===== config.mk =====
export PLATFORM = sky130hd
export DESIGN_NAME = multicycle_ctrl_flat
export DESIGN_NICKNAME = d
export VERILOG_FILES = /design/src/rtl/ctrl_pkg.sv /design/src/rtl/multicycle_ctrl_if.sv /design/src/rtl/mc_ctrl_decode.sv /design/src/rtl/multicycle_ctrl.sv /design/src/flat_wrapper.sv
export SDC_FILE = /design/constraint.sdc
export NUM_CORES = 1
export LEC_CHECK = 0
export CAP_MARGIN = 5
export CORE_ASPECT_RATIO = 1.2
export CORE_UTILIZATION = 43
export CTS_CLUSTER_SIZE = 30
export DETAILED_ROUTE_END_ITERATION = 6
export GPL_TIMING_DRIVEN = 0
export MAX_ROUTING_LAYER = met4
export PLACE_DENSITY = 0.88
export SLEW_MARGIN = 20
export SYNTH_ARGS = -nofsm -noshare
export SYNTH_HDL_FRONTEND = slang
export SYNTH_SLANG_ARGS = --single-unit

===== constraint.sdc =====
create_clock -name clk -period 2.23 [get_ports clk]
set_input_delay 0.446 -clock clk [delete_from_list [all_inputs] [get_ports clk]]
set_output_delay 0.446 -clock clk [all_outputs]
set_load 0.02 [all_outputs]

===== src/rtl/ctrl_pkg.sv =====
// Encodings shared by the multicycle controller: opcodes, datapath select values,
// FSM states and the packed control word driven to the datapath each cycle.
package ctrl_pkg;

  localparam logic [5:0] OP_RTYPE = 6'b000000;
  localparam logic [5:0] OP_LW    = 6'b100011;
  localparam logic [5:0] OP_SW    = 6'b101011;
  localparam logic [5:0] OP_BEQ   = 6'b000100;
  localparam logic [5:0] OP_J     = 6'b000010;
  localparam logic [5:0] OP_JAL   = 6'b000011;

  localparam logic [1:0] ALUOP_ADD   = 2'b00;
  localparam logic [1:0] ALUOP_SUB   = 2'b01;
  localparam logic [1:0] ALUOP_FUNCT = 2'b10;

  localparam logic [1:0] SRCB_B       = 2'b00;
  localparam logic [1:0] SRCB_FOUR    = 2'b01;
  localparam logic [1:0] SRCB_IMM     = 2'b10;
  localparam logic [1:0] SRCB_IMM_SH2 = 2'b11;

  localparam logic [1:0] M2R_ALUOUT = 2'b00;
  localparam logic [1:0] M2R_MDR    = 2'b01;
  localparam logic [1:0] M2R_PC     = 2'b10;

  localparam logic [1:0] PCSRC_ALU    = 2'b00;
  localparam logic [1:0] PCSRC_ALUOUT = 2'b01;
  localparam logic [1:0] PCSRC_JUMP   = 2'b10;

  typedef enum logic [3:0] {
    S_IDLE,
    S_FETCH,
    S_DECODE,
    S_EXEC_R,
    S_R_WB,
    S_MEM_ADDR,
    S_MEM_READ,
    S_MEM_WB,
    S_MEM_WRITE,
    S_BRANCH,
    S_JUMP,
    S_JAL
  } state_t;

  typedef struct packed {
    logic       pc_write;
    logic       pc_write_cond;
    logic       i_or_d;
    logic       mem_read;
    logic       mem_write;
    logic       ir_write;
    logic       reg_dest;
    logic       reg_write;
    logic [1:0] mem_to_reg;
    logic       jal_dest;
    logic       alu_src_a;
    logic [1:0] alu_src_b;
    logic [1:0] alu_op;
    logic [1:0] pc_source;
    logic       instr_done;
  } ctrl_t;

  function automatic logic is_supported(input logic [5:0] op);
    return (op == OP_RTYPE) || (op == OP_LW) || (op == OP_SW) ||
           (op == OP_BEQ) || (op == OP_J) || (op == OP_JAL);
  endfunction

endpackage


===== src/rtl/multicycle_ctrl_if.sv =====
// Controller <-> datapath bundle: opcode and memory handshake in, control word out.
// master = controller side, slave = datapath side.
interface multicycle_ctrl_if;
  logic [5:0] opcode;
  logic       mem_ready;
  logic       PCWrite;
  logic       PCWriteCond;
  logic       IorD;
  logic       MemRead;
  logic       MemWrite;
  logic       IRWrite;
  logic       RegDest;
  logic       RegWrite;
  logic [1:0] MemToReg;
  logic       Jal_Dest;
  logic       ALUSrcA;
  logic [1:0] ALUSrcB;
  logic [1:0] ALUOp;
  logic [1:0] PCSource;
  logic       instr_done;
  logic       illegal_op;

  modport master (
    input  opcode, mem_ready,
    output PCWrite, PCWriteCond, IorD, MemRead, MemWrite, IRWrite, RegDest,
           RegWrite, MemToReg, Jal_Dest, ALUSrcA, ALUSrcB, ALUOp, PCSource,
           instr_done, illegal_op
  );

  modport slave (
    output opcode, mem_ready,
    input  PCWrite, PCWriteCond, IorD, MemRead, MemWrite, IRWrite, RegDest,
           RegWrite, MemToReg, Jal_Dest, ALUSrcA, ALUSrcB, ALUOp, PCSource,
           instr_done, illegal_op
  );
endinterface


===== src/rtl/mc_ctrl_decode.sv =====
// Combinational state -> control word decode; zero latency. Only FETCH and
// MEM_WRITE look at mem_ready, so memory stalls hold every other select stable.
module mc_ctrl_decode
  import ctrl_pkg::*;
(
  input  state_t state,
  input  logic   mem_ready,
  output ctrl_t  ctrl
);

  always_comb begin
    ctrl = '0;
    case (state)
      S_IDLE: ;
      S_FETCH: begin
        ctrl.mem_read  = 1'b1;
        ctrl.i_or_d    = 1'b0;
        ctrl.alu_src_a = 1'b0;
        ctrl.alu_src_b = SRCB_FOUR;
        ctrl.alu_op    = ALUOP_ADD;
        ctrl.pc_source = PCSRC_ALU;
        ctrl.ir_write  = mem_ready;
        ctrl.pc_write  = mem_ready;
      end
      S_DECODE: begin
        // ALUOut <= PC+4 + (imm<<2): branch target ready before BRANCH
        ctrl.alu_src_a = 1'b0;
        ctrl.alu_src_b = SRCB_IMM_SH2;
        ctrl.alu_op    = ALUOP_ADD;
      end
      S_EXEC_R: begin
        ctrl.alu_src_a = 1'b1;
        ctrl.alu_src_b = SRCB_B;
        ctrl.alu_op    = ALUOP_FUNCT;
      end
      S_R_WB: begin
        ctrl.reg_dest   = 1'b1;
        ctrl.reg_write  = 1'b1;
        ctrl.mem_to_reg = M2R_ALUOUT;
        ctrl.instr_done = 1'b1;
      end
      S_MEM_ADDR: begin
        ctrl.alu_src_a = 1'b1;
        ctrl.alu_src_b = SRCB_IMM;
        ctrl.alu_op    = ALUOP_ADD;
      end
      S_MEM_READ: begin
        ctrl.mem_read = 1'b1;
        ctrl.i_or_d   = 1'b1;
      end
      S_MEM_WB: begin
        ctrl.reg_write  = 1'b1;
        ctrl.mem_to_reg = M2R_MDR;
        ctrl.reg_dest   = 1'b0;
        ctrl.instr_done = 1'b1;
      end
      S_MEM_WRITE: begin
        ctrl.mem_write  = 1'b1;
        ctrl.i_or_d     = 1'b1;
        ctrl.instr_done = mem_ready;
      end
      S_BRANCH: begin
        ctrl.alu_src_a     = 1'b1;
        ctrl.alu_src_b     = SRCB_B;
        ctrl.alu_op        = ALUOP_SUB;
        ctrl.pc_write_cond = 1'b1;
        ctrl.pc_source     = PCSRC_ALUOUT;
        ctrl.instr_done    = 1'b1;
      end
      S_JUMP: begin
        ctrl.pc_write   = 1'b1;
        ctrl.pc_source  = PCSRC_JUMP;
        ctrl.instr_done = 1'b1;
      end
      S_JAL: begin
        // PC already holds PC+4, so $31 gets the return address on this edge
        ctrl.pc_write   = 1'b1;
        ctrl.pc_source  = PCSRC_JUMP;
        ctrl.reg_write  = 1'b1;
        ctrl.mem_to_reg = M2R_PC;
        ctrl.jal_dest   = 1'b1;
        ctrl.instr_done = 1'b1;
      end
      default: ctrl = '0;
    endcase
  end

endmodule


===== src/rtl/multicycle_ctrl.sv =====
// Multicycle MIPS controller: state register, latched opcode, next-state logic.
// CPI 3-5 plus one cycle per mem_ready=0 in FETCH/MEM_READ/MEM_WRITE.
module multicycle_ctrl
  import ctrl_pkg::*;
(
  input  logic              clk,
  input  logic              rst,
  multicycle_ctrl_if.master bus
);

  state_t     state;
  logic [5:0] op_q;
  ctrl_t      ctrl;

  always_ff @(posedge clk) begin
    if (rst) begin
      state <= S_IDLE;
      op_q  <= '0;
    end else begin
      case (state)
        S_IDLE:  state <= S_FETCH;
        S_FETCH: if (bus.mem_ready) state <= S_DECODE;
        S_DECODE: begin
          op_q <= bus.opcode;
          case (bus.opcode)
            OP_RTYPE:     state <= S_EXEC_R;
            OP_LW, OP_SW: state <= S_MEM_ADDR;
            OP_BEQ:       state <= S_BRANCH;
            OP_J:         state <= S_JUMP;
            OP_JAL:       state <= S_JAL;
            default:      state <= S_FETCH;
          endcase
        end
        S_EXEC_R:    state <= S_R_WB;
        S_R_WB:      state <= S_FETCH;
        // IR may already be changing; steer lw/sw from the copy taken in DECODE
        S_MEM_ADDR:  state <= (op_q == OP_SW) ? S_MEM_WRITE : S_MEM_READ;
        S_MEM_READ:  if (bus.mem_ready) state <= S_MEM_WB;
        S_MEM_WB:    state <= S_FETCH;
        S_MEM_WRITE: if (bus.mem_ready) state <= S_FETCH;
        S_BRANCH:    state <= S_FETCH;
        S_JUMP:      state <= S_FETCH;
        S_JAL:       state <= S_FETCH;
        default:     state <= S_IDLE;
      endcase
    end
  end

  mc_ctrl_decode u_decode (
    .state     (state),
    .mem_ready (bus.mem_ready),
    .ctrl      (ctrl)
  );

  assign bus.PCWrite     = ctrl.pc_write;
  assign bus.PCWriteCond = ctrl.pc_write_cond;
  assign bus.IorD        = ctrl.i_or_d;
  assign bus.MemRead     = ctrl.mem_read;
  assign bus.MemWrite    = ctrl.mem_write;
  assign bus.IRWrite     = ctrl.ir_write;
  assign bus.RegDest     = ctrl.reg_dest;
  assign bus.RegWrite    = ctrl.reg_write;
  assign bus.MemToReg    = ctrl.mem_to_reg;
  assign bus.Jal_Dest    = ctrl.jal_dest;
  assign bus.ALUSrcA     = ctrl.alu_src_a;
  assign bus.ALUSrcB     = ctrl.alu_src_b;
  assign bus.ALUOp       = ctrl.alu_op;
  assign bus.PCSource    = ctrl.pc_source;
  assign bus.instr_done  = ctrl.instr_done;
  assign bus.illegal_op  = (state == S_DECODE) && !is_supported(bus.opcode);

endmodule


===== src/flat_wrapper.sv =====
// flat-port wrapper written by rule: the top's interface ports become plain ports
module multicycle_ctrl_flat import ctrl_pkg::*;
  (clk, rst, bus_opcode, bus_mem_ready, bus_PCWrite, bus_PCWriteCond, bus_IorD, bus_MemRead, bus_MemWrite, bus_IRWrite, bus_RegDest, bus_RegWrite, bus_MemToReg, bus_Jal_Dest, bus_ALUSrcA, bus_ALUSrcB, bus_ALUOp, bus_PCSource, bus_instr_done, bus_illegal_op);
  multicycle_ctrl_if bus_i ();
  input  logic clk;
  input  logic rst;
  input wire logic [$bits(bus_i.opcode)-1:0] bus_opcode;
  input wire logic [$bits(bus_i.mem_ready)-1:0] bus_mem_ready;
  output wire logic [$bits(bus_i.PCWrite)-1:0] bus_PCWrite;
  output wire logic [$bits(bus_i.PCWriteCond)-1:0] bus_PCWriteCond;
  output wire logic [$bits(bus_i.IorD)-1:0] bus_IorD;
  output wire logic [$bits(bus_i.MemRead)-1:0] bus_MemRead;
  output wire logic [$bits(bus_i.MemWrite)-1:0] bus_MemWrite;
  output wire logic [$bits(bus_i.IRWrite)-1:0] bus_IRWrite;
  output wire logic [$bits(bus_i.RegDest)-1:0] bus_RegDest;
  output wire logic [$bits(bus_i.RegWrite)-1:0] bus_RegWrite;
  output wire logic [$bits(bus_i.MemToReg)-1:0] bus_MemToReg;
  output wire logic [$bits(bus_i.Jal_Dest)-1:0] bus_Jal_Dest;
  output wire logic [$bits(bus_i.ALUSrcA)-1:0] bus_ALUSrcA;
  output wire logic [$bits(bus_i.ALUSrcB)-1:0] bus_ALUSrcB;
  output wire logic [$bits(bus_i.ALUOp)-1:0] bus_ALUOp;
  output wire logic [$bits(bus_i.PCSource)-1:0] bus_PCSource;
  output wire logic [$bits(bus_i.instr_done)-1:0] bus_instr_done;
  output wire logic [$bits(bus_i.illegal_op)-1:0] bus_illegal_op;
  assign bus_i.opcode = bus_opcode;
  assign bus_i.mem_ready = bus_mem_ready;
  assign bus_PCWrite = bus_i.PCWrite;
  assign bus_PCWriteCond = bus_i.PCWriteCond;
  assign bus_IorD = bus_i.IorD;
  assign bus_MemRead = bus_i.MemRead;
  assign bus_MemWrite = bus_i.MemWrite;
  assign bus_IRWrite = bus_i.IRWrite;
  assign bus_RegDest = bus_i.RegDest;
  assign bus_RegWrite = bus_i.RegWrite;
  assign bus_MemToReg = bus_i.MemToReg;
  assign bus_Jal_Dest = bus_i.Jal_Dest;
  assign bus_ALUSrcA = bus_i.ALUSrcA;
  assign bus_ALUSrcB = bus_i.ALUSrcB;
  assign bus_ALUOp = bus_i.ALUOp;
  assign bus_PCSource = bus_i.PCSource;
  assign bus_instr_done = bus_i.instr_done;
  assign bus_illegal_op = bus_i.illegal_op;
  multicycle_ctrl u_core (.clk(clk), .rst(rst), .bus(bus_i));
endmodule

==> flow_summary.yaml <==
pwr:
  comb_power_share_pct: 27.4
  seq_power_share_pct: 39.0
  cellLeakagePower_uw: 0.000523
  powerDensity_nw_per_um2: 422
  irDropWorstVdd_mv: 0.355
  net-switching-power_uw: 137
  clkPwrFrac_pct: 33.6
  internal_power_uw: 346
  p_sw_share_pct: 28.4
synthesis:
  syn_area_sq_um: 778
  ys.flop_type: "dfxtp_1"
  ys_warn_count: 0
  syn_inst: 118
  synth_cell_types: 34
  syn_nets: 127
  synth_edf_count: 0
  ys_async_sr_fraction_pct: 0
  ys_seq_elements: 10
  ys_seq_area_share_pct: 25.7
  syn_area_per_cell_sq_um: 6.60
floorplanning:
  fp.dieH_um: 48.6
  dieArea_sq_um: 1980
  design.portCount: 29
  start_util_pct: 46.8
  rows: 16
  dieWidth_um: 40.8
  core_area_sq_um: 1660
timing:
  fmax_mhz: 457
  slew_violations: 0
  finalCritPeriodShare_pct: 98.1
  worst_slew_pin_slew_ns: 0.660
  whs_ns: 0.457
  slew_headroom_pct: 55.7
  final.setup.tns_ns: 0
  fin_crit_ns: 2.19
  finalClockSkew_ns: 0.00345
  rsz0062_at_grt: "no"
  finalSetupViolCount: 0
  hold_violations: 0
placement:
  dp_hpwl_mm: 1.59
  numPortBuffers: 28
  gp_congestion: 0.831
clock_network:
  clockBufferDepth: 2
  cts.sinks: 10
  clk_pin_slew_ns: 0.06
  cts-root-buf: "clkbuf_4"
  clkLatencyLatePin_ns: 0.27
  htreeDepth: 1
  cts_tree: "yes"
  cts_made_buffers: 3
global_routing:
  grt_pass1_vias: 820
  grt_util_all_layers_pct: 24.2
  use_met3_pct: 2.75
  grt_max_degree: 11
  grt_pass1_wl_mm: 3.39
  grt_busiest_layer: "met2"
  grtUsageMet2_pct: 39.1
  grt-ovfl-total: 0
  antenna_found_initial: 0
  met1_usage_pct: 27.1
run_status:
  status: "completed"
route:
  ant_nets: 0
  initialDrtViolationCount: 18
  wl_per_cell_um: 12.4
  drtPass1Iterations: 4
  drc_errors: 0
  vias: 943
  wirelength_mm: 2.09
  avgViaCountPerCell: 5.61
finish:
  diodes: 0
  drive_gt1_share_pct: 14.7
  area_growth_pct: 47.1
  nets: 160
critical_path:
  setup.worst_path.end_class: "primary output"
  crit_required_ns: 1.78
  path_class: "in2out"
  arrival_ns: 1.74
  critPathLaunchType: "input port"
  crit_path_top_delay_cell: "clkdlybuf4s50_1"
  path_max_fanout: 4
  slowest_delay_ns: 0.55
  cp_cell_sequence: "clkdlybuf4s50_1 -> nor2b_4 -> nand4b_1 -> o21ai_1 -> nor2_1 -> clkdlybuf4s15_2"
worst_hold_path:
  hp-class: "reg2reg"
flow_run:
  max-cap-violations: 0
power by group through the flow:
stage / Sequential, uW / Clock, uW / Combinational [uW]
2_1_floorplan: 191 / 0 / 79.7
3_3_place_gp: 191 / 0 / 130
3_5_place_dp: 191 / 0 / 133
4_1_cts: 188 / 166 / 129
5_1_grt: 189 / 171 / 146
6_report: 188 / 162 / 132
critical path, delay by kind of cell:
family	cells	cell delay, ns
AOI/OAI and AO/OA	1	0.11
and+or+nand+nor	3	0.39
buffers and inverters	2	0.80
cells by family (layout without fill, tap and decap cells):
family                 count (synthesis)  in the layout  share of synthesized area [%]
AO/OA/AOI/OAI                         29             29                           22.7
XOR/XNOR                               1              1                           1.13
AND/OR/NAND/NOR                       65             65                           42.0
flip-flops                            10             10                           25.7
buffers and inverters                 13             45                           8.52
placed cells by master (no fill, tap or decap), types with 2 or more instances in the layout:
cell,n
a21oi_1,15
and2_1,3
buf_4,4
clkbuf_4,6
clkdlybuf4s50_1,11
dfxtp_1,9
dlygate4sd2_1,13
dlymetal6s2s_1,3
inv_1,2
nand2_1,17
nand2b_1,2
nand4b_1,2
nor2_1,17
nor2b_1,3
nor3_1,8
nor3b_1,2
o21ai_0,3
or2_2,2
or3_1,2
layout make-up:
cell class	count	area, sq um
Buffer	10	70.1
Clock buffer	4	36.3
Fill cell	164	517
Inverter	2	7.51
Multi-Input combinational cell	95	527
Sequential cell	10	201
Tap cell	18	22.5
Timing Repair Buffer	29	280
through the flow:
step	cells	cell area (sq um)	power (uW)	utilization [%]	setup WS, ns
after detailed placement	164	1080	324	65.1	-0.301
after CTS	167	1120	484	67.2	-0.00603
after global routing	168	1140	506	68.9	0.0000825
after global placement	164	1080	321	65.1	-0.306
after floorplan	118	778	270	-	0.0421
final	168	1140	483	68.9	0.0418
registers in the layout, indices dropped and copies added (netlist names):
signal / cells
u_core.op_q: 6
u_core.state: 4
synth_stat cells (all sizes together) (3+ instances only):
| library cell | number | area share, % |
|---|---|---|
| a21oi | 15 | 9.6 |
| and2 | 3 | 2.4 |
| buf | 6 | 5.1 |
| clkbuf | 5 | 2.4 |
| dfxtp | 10 | 26 |
| nand2 | 17 | 8.2 |
| nand2b | 4 | 4.2 |
| nor2 | 17 | 8.2 |
| nor2b | 4 | 3.2 |
| nor3 | 8 | 5.1 |
| o21ai | 4 | 2.6 |
| or3 | 3 | 2.4 |
routing by layer:
metal  vias up  routed length, um
met5         -                  0
met4         0                 36
met3         4                151
met2        47               1090
met1       417                817
li1        475                  -
worst paths after layout:
path	from	to	slack [ns]	cells past startpoint
worst max-delay path	bus_opcode[1]	bus_illegal_op	0.04	6
worst min-delay path	u_core.op_q[3]$_SDFFE_PP0P_	u_core.op_q[3]$_SDFFE_PP0P_	0.46	2
worst min register to register	u_core.op_q[3]$_SDFFE_PP0P_	u_core.op_q[3]$_SDFFE_PP0P_	0.46	2
worst max register to register	u_core.state[0]$_SDFFE_PP0P_	u_core.state[3]$_SDFFE_PP0P_	0.51	6
timing repair:
| action | 4_1_cts | 5_1_grt |
|---|---|---|
| gates cloned | 0 | 0 |
| hold buffers | 0 | 0 |
| resized for setup | 26 | 8 |
| pin swaps | 0 | 1 |
| setup buffers | 0 | 1 |
| setup endpoints to repair | 20 | 4 |
Note: power is estimated with default switching activity, not from simulation.
